==> src/rtl/axi4lite_master_transactor_if.sv <==
// Bundle of the command, response and AXI4-Lite master signals for
// axi4lite_master_transactor.
//   master modport : the transactor's view. It takes commands, issues AXI4-Lite
//                    requests and returns responses.
//   slave  modport : the environment's view. It issues commands, models the
//                    AXI4-Lite slave and consumes responses.
// Parameters: dataWidth is the data bus width in bits (a multiple of 8), and
// addrWidth is the address width in bits.
interface axi4lite_master_transactor_if #(
  parameter int unsigned dataWidth = 32,
  parameter int unsigned addrWidth = 32
) ();
  // Command channel
  logic                   cmd_valid;
  logic                   cmd_ready;
  logic                   cmd_write;
  logic [addrWidth-1:0]   cmd_addr;
  logic [2:0]             cmd_prot;
  logic [dataWidth-1:0]   cmd_wdata;
  logic [dataWidth/8-1:0] cmd_wstrb;
  // Response channel
  logic                   rsp_valid;
  logic                   rsp_ready;
  logic                   rsp_write;
  logic [1:0]             rsp_resp;
  logic [dataWidth-1:0]   rsp_rdata;
  logic                   rsp_timeout;
  // AXI4-Lite write address, write data and write response
  logic                   awvalid;
  logic                   awready;
  logic [addrWidth-1:0]   awaddr;
  logic [2:0]             awprot;
  logic                   wvalid;
  logic                   wready;
  logic [dataWidth-1:0]   wdata;
  logic [dataWidth/8-1:0] wstrb;
  logic                   bvalid;
  logic                   bready;
  logic [1:0]             bresp;
  // AXI4-Lite read address and read data
  logic                   arvalid;
  logic                   arready;
  logic [addrWidth-1:0]   araddr;
  logic [2:0]             arprot;
  logic                   rvalid;
  logic                   rready;
  logic [dataWidth-1:0]   rdata;
  logic [1:0]             rresp;

  modport master (
    input  cmd_valid, cmd_write, cmd_addr, cmd_prot, cmd_wdata, cmd_wstrb,
    output cmd_ready,
    output rsp_valid, rsp_write, rsp_resp, rsp_rdata, rsp_timeout,
    input  rsp_ready,
    output awvalid, awaddr, awprot,
    input  awready,
    output wvalid, wdata, wstrb,
    input  wready,
    input  bvalid, bresp,
    output bready,
    output arvalid, araddr, arprot,
    input  arready,
    input  rvalid, rdata, rresp,
    output rready
  );

  modport slave (
    output cmd_valid, cmd_write, cmd_addr, cmd_prot, cmd_wdata, cmd_wstrb,
    input  cmd_ready,
    input  rsp_valid, rsp_write, rsp_resp, rsp_rdata, rsp_timeout,
    output rsp_ready,
    input  awvalid, awaddr, awprot,
    output awready,
    input  wvalid, wdata, wstrb,
    output wready,
    output bvalid, bresp,
    input  bready,
    input  arvalid, araddr, arprot,
    output arready,
    output rvalid, rdata, rresp,
    input  rready
  );
endinterface

==> src/rtl/axi4lite_master_transactor.sv <==
// AXI4-Lite master transactor. It accepts one command at a time, performs a
// single AXI4-Lite write or read, and returns the response on the response
// channel. Only one transaction is outstanding at any time.
// Ports:
//   clk : clock, active on the rising edge.
//   rst : asynchronous reset, active-high.
//   bus : axi4lite_master_transactor_if.master. It carries the command
//         channel (cmd_*), the response channel (rsp_*) and the AXI4-Lite
//         AW/W/B/AR/R master signals.
// Optional feature: when the macro AXI4LITE_TIMEOUT_EN is defined, a wait for
// B or R is abandoned after TIMEOUT cycles. The transactor then reports
// rsp_resp=2'b10 and rsp_timeout=1. When the macro is undefined, the
// transactor waits indefinitely and rsp_timeout is tied to 0.
module axi4lite_master_transactor #(
  parameter int unsigned dataWidth = 32,
  parameter int unsigned addrWidth = 32,
  parameter int unsigned TIMEOUT   = 256
) (
  input logic                         clk,
  input logic                         rst,
  axi4lite_master_transactor_if.master bus
);

  localparam int unsigned StrbWidth = dataWidth / 8;

  typedef enum logic [2:0] {
    StIdle,
    StWrReq,
    StWrResp,
    StRdReq,
    StRdResp,
    StDone
  } state_e;

  state_e                 state_q, state_d;
  logic [addrWidth-1:0]   addr_q, addr_d;
  logic [2:0]             prot_q, prot_d;
  logic [dataWidth-1:0]   wdata_q, wdata_d;
  logic [StrbWidth-1:0]   wstrb_q, wstrb_d;
  // AW and W handshakes complete independently in StWrReq.
  logic                   aw_pend_q, aw_pend_d;
  logic                   w_pend_q, w_pend_d;
  logic                   rsp_write_q, rsp_write_d;
  logic [1:0]             rsp_resp_q, rsp_resp_d;
  logic [dataWidth-1:0]   rsp_rdata_q, rsp_rdata_d;
  logic                   aw_done, w_done;

`ifdef AXI4LITE_TIMEOUT_EN
  localparam int unsigned CntWidth = (TIMEOUT > 1) ? $clog2(TIMEOUT) : 1;
  logic [CntWidth-1:0] cnt_q, cnt_d;
  logic                rsp_timeout_q, rsp_timeout_d;
  logic                timeout_hit;
  // The counter runs 0..TIMEOUT-1, so the ready output is held for TIMEOUT cycles.
  assign timeout_hit = (cnt_q == CntWidth'(TIMEOUT - 1));
`endif

  // A handshake counts as done if it completed earlier or completes this cycle.
  assign aw_done = !aw_pend_q || bus.awready;
  assign w_done  = !w_pend_q  || bus.wready;

  always_comb begin
    state_d     = state_q;
    addr_d      = addr_q;
    prot_d      = prot_q;
    wdata_d     = wdata_q;
    wstrb_d     = wstrb_q;
    aw_pend_d   = aw_pend_q;
    w_pend_d    = w_pend_q;
    rsp_write_d = rsp_write_q;
    rsp_resp_d  = rsp_resp_q;
    rsp_rdata_d = rsp_rdata_q;
`ifdef AXI4LITE_TIMEOUT_EN
    cnt_d         = cnt_q;
    rsp_timeout_d = rsp_timeout_q;
`endif
    case (state_q)
      StIdle: begin
        if (bus.cmd_valid) begin
          addr_d  = bus.cmd_addr;
          prot_d  = bus.cmd_prot;
          wdata_d = bus.cmd_wdata;
          wstrb_d = bus.cmd_wstrb;
          if (bus.cmd_write) begin
            state_d   = StWrReq;
            aw_pend_d = 1'b1;
            w_pend_d  = 1'b1;
          end else begin
            state_d = StRdReq;
          end
        end
      end
      StWrReq: begin
        if (aw_pend_q && bus.awready) aw_pend_d = 1'b0;
        if (w_pend_q && bus.wready)   w_pend_d  = 1'b0;
        if (aw_done && w_done) begin
          state_d = StWrResp;
`ifdef AXI4LITE_TIMEOUT_EN
          cnt_d = '0;
`endif
        end
      end
      StWrResp: begin
        if (bus.bvalid) begin
          state_d     = StDone;
          rsp_write_d = 1'b1;
          rsp_resp_d  = bus.bresp;
          rsp_rdata_d = '0;
`ifdef AXI4LITE_TIMEOUT_EN
          rsp_timeout_d = 1'b0;
        end else if (timeout_hit) begin
          state_d       = StDone;
          rsp_write_d   = 1'b1;
          rsp_resp_d    = 2'b10;
          rsp_rdata_d   = '0;
          rsp_timeout_d = 1'b1;
        end else begin
          cnt_d = cnt_q + 1'b1;
`endif
        end
      end
      StRdReq: begin
        if (bus.arready) begin
          state_d = StRdResp;
`ifdef AXI4LITE_TIMEOUT_EN
          cnt_d = '0;
`endif
        end
      end
      StRdResp: begin
        if (bus.rvalid) begin
          state_d     = StDone;
          rsp_write_d = 1'b0;
          rsp_resp_d  = bus.rresp;
          rsp_rdata_d = bus.rdata;
`ifdef AXI4LITE_TIMEOUT_EN
          rsp_timeout_d = 1'b0;
        end else if (timeout_hit) begin
          state_d       = StDone;
          rsp_write_d   = 1'b0;
          rsp_resp_d    = 2'b10;
          rsp_rdata_d   = '0;
          rsp_timeout_d = 1'b1;
        end else begin
          cnt_d = cnt_q + 1'b1;
`endif
        end
      end
      StDone: begin
        if (bus.rsp_ready) state_d = StIdle;
      end
      default: state_d = StIdle;
    endcase
  end

  always_ff @(posedge clk or posedge rst) begin
    if (rst) begin
      state_q     <= StIdle;
      addr_q      <= '0;
      prot_q      <= '0;
      wdata_q     <= '0;
      wstrb_q     <= '0;
      aw_pend_q   <= 1'b0;
      w_pend_q    <= 1'b0;
      rsp_write_q <= 1'b0;
      rsp_resp_q  <= '0;
      rsp_rdata_q <= '0;
    end else begin
      state_q     <= state_d;
      addr_q      <= addr_d;
      prot_q      <= prot_d;
      wdata_q     <= wdata_d;
      wstrb_q     <= wstrb_d;
      aw_pend_q   <= aw_pend_d;
      w_pend_q    <= w_pend_d;
      rsp_write_q <= rsp_write_d;
      rsp_resp_q  <= rsp_resp_d;
      rsp_rdata_q <= rsp_rdata_d;
    end
  end

`ifdef AXI4LITE_TIMEOUT_EN
  always_ff @(posedge clk or posedge rst) begin
    if (rst) begin
      cnt_q         <= '0;
      rsp_timeout_q <= 1'b0;
    end else begin
      cnt_q         <= cnt_d;
      rsp_timeout_q <= rsp_timeout_d;
    end
  end
  assign bus.rsp_timeout = rsp_timeout_q;
`else
  assign bus.rsp_timeout = 1'b0;
`endif

  // cmd_ready is masked by rst so that it stays low during reset even though the state is StIdle.
  assign bus.cmd_ready = (state_q == StIdle) && !rst;

  // All valid outputs are decoded from registers only, so there is no combinational path from ready to valid.
  assign bus.awvalid = (state_q == StWrReq) && aw_pend_q;
  assign bus.wvalid  = (state_q == StWrReq) && w_pend_q;
  assign bus.bready  = (state_q == StWrResp);
  assign bus.arvalid = (state_q == StRdReq);
  assign bus.rready  = (state_q == StRdResp);

  assign bus.awaddr = addr_q;
  assign bus.awprot = prot_q;
  assign bus.araddr = addr_q;
  assign bus.arprot = prot_q;
  assign bus.wdata  = wdata_q;
  assign bus.wstrb  = wstrb_q;

  assign bus.rsp_valid = (state_q == StDone);
  assign bus.rsp_write = rsp_write_q;
  assign bus.rsp_resp  = rsp_resp_q;
  assign bus.rsp_rdata = rsp_rdata_q;

endmodule

==> src/flat_wrapper.sv <==
// flat-port wrapper written by rule: the top's interface ports become plain ports
module axi4lite_master_transactor_flat 
#(
  parameter int unsigned dataWidth = 32,
  parameter int unsigned addrWidth = 32,
  parameter int unsigned TIMEOUT   = 256
)
  (clk, rst, bus_cmd_valid, bus_cmd_write, bus_cmd_addr, bus_cmd_prot, bus_cmd_wdata, bus_cmd_wstrb, bus_cmd_ready, bus_rsp_valid, bus_rsp_write, bus_rsp_resp, bus_rsp_rdata, bus_rsp_timeout, bus_rsp_ready, bus_awvalid, bus_awaddr, bus_awprot, bus_awready, bus_wvalid, bus_wdata, bus_wstrb, bus_wready, bus_bvalid, bus_bresp, bus_bready, bus_arvalid, bus_araddr, bus_arprot, bus_arready, bus_rvalid, bus_rdata, bus_rresp, bus_rready);
  axi4lite_master_transactor_if #(.dataWidth(dataWidth), .addrWidth(addrWidth)) bus_i ();
  input logic clk;
  input logic rst;
  input wire logic [$bits(bus_i.cmd_valid)-1:0] bus_cmd_valid;
  input wire logic [$bits(bus_i.cmd_write)-1:0] bus_cmd_write;
  input wire logic [$bits(bus_i.cmd_addr)-1:0] bus_cmd_addr;
  input wire logic [$bits(bus_i.cmd_prot)-1:0] bus_cmd_prot;
  input wire logic [$bits(bus_i.cmd_wdata)-1:0] bus_cmd_wdata;
  input wire logic [$bits(bus_i.cmd_wstrb)-1:0] bus_cmd_wstrb;
  output wire logic [$bits(bus_i.cmd_ready)-1:0] bus_cmd_ready;
  output wire logic [$bits(bus_i.rsp_valid)-1:0] bus_rsp_valid;
  output wire logic [$bits(bus_i.rsp_write)-1:0] bus_rsp_write;
  output wire logic [$bits(bus_i.rsp_resp)-1:0] bus_rsp_resp;
  output wire logic [$bits(bus_i.rsp_rdata)-1:0] bus_rsp_rdata;
  output wire logic [$bits(bus_i.rsp_timeout)-1:0] bus_rsp_timeout;
  input wire logic [$bits(bus_i.rsp_ready)-1:0] bus_rsp_ready;
  output wire logic [$bits(bus_i.awvalid)-1:0] bus_awvalid;
  output wire logic [$bits(bus_i.awaddr)-1:0] bus_awaddr;
  output wire logic [$bits(bus_i.awprot)-1:0] bus_awprot;
  input wire logic [$bits(bus_i.awready)-1:0] bus_awready;
  output wire logic [$bits(bus_i.wvalid)-1:0] bus_wvalid;
  output wire logic [$bits(bus_i.wdata)-1:0] bus_wdata;
  output wire logic [$bits(bus_i.wstrb)-1:0] bus_wstrb;
  input wire logic [$bits(bus_i.wready)-1:0] bus_wready;
  input wire logic [$bits(bus_i.bvalid)-1:0] bus_bvalid;
  input wire logic [$bits(bus_i.bresp)-1:0] bus_bresp;
  output wire logic [$bits(bus_i.bready)-1:0] bus_bready;
  output wire logic [$bits(bus_i.arvalid)-1:0] bus_arvalid;
  output wire logic [$bits(bus_i.araddr)-1:0] bus_araddr;
  output wire logic [$bits(bus_i.arprot)-1:0] bus_arprot;
  input wire logic [$bits(bus_i.arready)-1:0] bus_arready;
  input wire logic [$bits(bus_i.rvalid)-1:0] bus_rvalid;
  input wire logic [$bits(bus_i.rdata)-1:0] bus_rdata;
  input wire logic [$bits(bus_i.rresp)-1:0] bus_rresp;
  output wire logic [$bits(bus_i.rready)-1:0] bus_rready;
  assign bus_i.cmd_valid = bus_cmd_valid;
  assign bus_i.cmd_write = bus_cmd_write;
  assign bus_i.cmd_addr = bus_cmd_addr;
  assign bus_i.cmd_prot = bus_cmd_prot;
  assign bus_i.cmd_wdata = bus_cmd_wdata;
  assign bus_i.cmd_wstrb = bus_cmd_wstrb;
  assign bus_cmd_ready = bus_i.cmd_ready;
  assign bus_rsp_valid = bus_i.rsp_valid;
  assign bus_rsp_write = bus_i.rsp_write;
  assign bus_rsp_resp = bus_i.rsp_resp;
  assign bus_rsp_rdata = bus_i.rsp_rdata;
  assign bus_rsp_timeout = bus_i.rsp_timeout;
  assign bus_i.rsp_ready = bus_rsp_ready;
  assign bus_awvalid = bus_i.awvalid;
  assign bus_awaddr = bus_i.awaddr;
  assign bus_awprot = bus_i.awprot;
  assign bus_i.awready = bus_awready;
  assign bus_wvalid = bus_i.wvalid;
  assign bus_wdata = bus_i.wdata;
  assign bus_wstrb = bus_i.wstrb;
  assign bus_i.wready = bus_wready;
  assign bus_i.bvalid = bus_bvalid;
  assign bus_i.bresp = bus_bresp;
  assign bus_bready = bus_i.bready;
  assign bus_arvalid = bus_i.arvalid;
  assign bus_araddr = bus_i.araddr;
  assign bus_arprot = bus_i.arprot;
  assign bus_i.arready = bus_arready;
  assign bus_i.rvalid = bus_rvalid;
  assign bus_i.rdata = bus_rdata;
  assign bus_i.rresp = bus_rresp;
  assign bus_rready = bus_i.rready;
  axi4lite_master_transactor #(.dataWidth(dataWidth), .addrWidth(addrWidth), .TIMEOUT(TIMEOUT)) u_core (.clk(clk), .rst(rst), .bus(bus_i));
endmodule
==> config.mk <==
export PLATFORM = sky130hd
export DESIGN_NAME = axi4lite_master_transactor_flat
export DESIGN_NICKNAME = d
export VERILOG_FILES = /design/src/rtl/axi4lite_master_transactor_if.sv /design/src/rtl/axi4lite_master_transactor.sv /design/src/flat_wrapper.sv
export SDC_FILE = /design/constraint.sdc
export NUM_CORES = 1
export LEC_CHECK = 0
export ABC_AREA = 1
export CAP_MARGIN = 20
export CORE_ASPECT_RATIO = 1.75
export CORE_MARGIN = 2
export CORE_UTILIZATION = 35
export DETAILED_ROUTE_END_ITERATION = 7
export PLACE_DENSITY = 0.84
export SLEW_MARGIN = 15
export SYNTH_ARGS = -nofsm -noshare
export SYNTH_HDL_FRONTEND = slang
export SYNTH_SLANG_ARGS = --single-unit
==> constraint.sdc <==
create_clock -name clk -period 3.5 [get_ports clk]
set_input_delay 0.35 -clock clk [delete_from_list [all_inputs] [get_ports clk]]
set_output_delay 0.35 -clock clk [all_outputs]
set_load 0.01 [all_outputs]
==> out/qor.yml <==
place:
  portBuffers: 264
  dp_hpwl_mm: 10.1
  place_congestion: 0.792
grt:
  grt_max_degree: 69
  grt_pass1_wl_mm: 21.2
  gr-total-overflow: 0
  grt_pass1_vias: 4166
  grt_usage: 0.179
  antenna_found_initial: 0
sta:
  relSlewSlack: 0.455
  rsz0062_at_grt: "no"
  hold_slack_ns: 0.482
  tns_ns: 0
  hold_viol: 0
  finalCritPeriodShare: 0.725
  max_slew.worst_pin.slew_ns: 0.816
  period_needed_ns: 2.54
  setup_violations: 0
  fmax_ghz: 0.394
  fin_skew_ns: 0.00830
  final_max_slew_viol_count: 0
pwr:
  ir_drop_v: 0.000357
  leakagePower_uw: 0.00346
  power_density_nw_per_um2: 870
  p_total_uw: 6720
yosys:
  syn_inst: 573
  synth-seq-cells: 111
  syn-cell-area_um2: 4880
  ys_async_sr_fraction: 1.00
  synth.area.top_cells: "dfrtp_1 57%, nand2_1 19%, o21ai_0 9.3%"
  avgSynthCellArea_um2: 8.52
  synth_top_area_share: 0.569
  yosys_warnings: 0
  mappedNetlistNets: 690
  synthFlopType: "dfrtp_1"
  yosysSeqAreaShare: 0.569
  yosys.area.top_type: "dfrtp_1"
  ys_types: 21
  ys_top_cells_by_count: "245 x nand2_1, 111 x dfrtp_1, 91 x o21ai_0"
  yosysMostFrequentCell: "nand2_1"
  synth-edff-count: 0
final_layout:
  fillCellCount: 1209
  area_growth_pct: 58.1
  multi_input_area_um2: 1610
  ff_latch_area_um2: 2780
  drive_above_1_share: 0.0457
  nets: 902
  diodes: 0
  final_util: 0.561
clock_tree:
  cts-root-buf: "clkbuf_16"
  clk-insertion-delay-late_ns: 0.34
  cts_tree: "yes"
  cts.sinks: 111
  htreeDepth: 3
  postCtsSetupRepairBufs: 0
  hold_buffers: 0
  clk_path_buf_depth: 2
  clkTransAtPathRegs_ns: 0.07
  cts_made_buffers: 9
  cts-resized-gates: 0
die:
  io_pins: 266
  die_x_um: 93.3
  die_h_um: 160
  row_count: 57
  coreArea_um2: 13800
  die_area_um2: 14900
  start_util: 0.355
detailed_routing:
  drc: 0
  antenna_left: 0
  vias_per_cell: 4.63
  drtIter0Drc: 218
  wire_per_inst_um: 14.2
  finalWirelength_mm: 13.7
  route.vias.total: 4460
  first_pass_iters: 4
status:
  status: "finished, final reports clean"
setup_path:
  reg2reg_depth: 6
  endpoint: "bus_cmd_ready"
  crit_path_max_fanout: 38
  rrSetupSlack_ns: 1.17
  start_kind: "flop"
  startpoint: "u_core.state_q[0]"
  cp.required_ns: 3.15
  arrival_ns: 2.19
  critical_path_class: "flop to primary output"
  crit_path_end_kind: "primary output"
  rr_startpoint: "u_core.state_q[0]"
  rr_endpoint: "u_core.bus.wdata[1]"
run:
  maxCapViolCount: 0
worst_hold_path:
  hp-class: "flop to flop"
  hp-start: "u_core.bus.rsp_rdata[0]"
-- worst max-delay path, stage by stage, from the launching register on --
cell and delay (ns):
dfrtp_1 0.48, nor2_4 0.18, nand2_2 0.37, nor2_1 0.24, clkdlybuf4s50_1 0.57
-- per-stage QoR --
stage,instance area (µm²),std cells,setup slack [ns]
after floorplan,4880,573,0.219
after global placement,7380,950,1.14
after detailed placement,7380,950,1.09
after CTS,7700,963,0.949
after global routing,7720,964,0.828
final,7720,964,0.963
-- cells in the final DEF (no fill, tap or decap), drive strengths merged, types with 2 or more instances in the layout --
cell / Yosys / routed
nand2: 248 / 248
clkbuf: 13 / 9
nor2: 12 / 12
nand3: 6 / 6
clkdlybuf4s50: 0 / 264
buf: 56 / 6
inv: 15 / 16
o21ai: 106 / 106
dfrtp: 111 / 111
a21oi: 2 / 2
bufinv: 0 / 3
-- layer usage --
layer / wire (µm) / global-route usage / up-vias
met1: 5290 / 0.208 / 2060
met3: 890 / 0.0410 / 26
met2: 7140 / 0.314 / 189
li1: - / - / 2185
met5: 0 / 0 / -
met4: 401 / 0.0675 / 0
-- where the power goes --
group / internal (µW) / switching [µW] / leakage (µW)
clock network: 688 / 442 / 0.000153
logic: 1750 / 1580 / 0.00188
registers: 1870 / 390 / 0.00143
-- cell type report --
class	count	share of cell area
Clock inverter	4	0.0126
Sequential cell	111	0.360
Multi-Input combinational cell	376	0.208
Inverter	17	0.00859
Clock buffer	9	0.0292
Tap cell	177	0.0287
Timing Repair Buffer	270	0.353
-- logic make-up after synthesis --
kind of cell / count (synthesis) / synth area share
AND/OR/NAND/NOR: 267 / 0.212
flip-flops: 111 / 0.569
AO/OA/AOI/OAI: 108 / 0.115
buffers and inverters: 86 / 0.104
other: 1 / 0.000768
-- sequential cells by signal, summed over array words and instances (netlist names) --
signal,flops
u_core.state_q,3
u_core.w_pend_q,1
u_core.bus.rsp_rdata,32
u_core.bus.rsp_resp,2
u_core.bus.rsp_write,1
u_core.bus.arprot,3
u_core.bus.araddr,32
u_core.aw_pend_q,1
u_core.bus.wstrb,4
u_core.bus.wdata,32
-- worst min-delay path by stage --
stage,endpoint,cells after the start
detailed placement,u_core.bus.rsp_resp[0],2
floorplan,u_core.bus.araddr[29],2
CTS,u_core.bus.rsp_resp[0],2
finish,u_core.bus.rsp_rdata[0],2
global route,u_core.bus.rsp_rdata[4],2
global placement,u_core.bus.rsp_write,2
No activity file was read; power rests on OpenSTA's default activity.
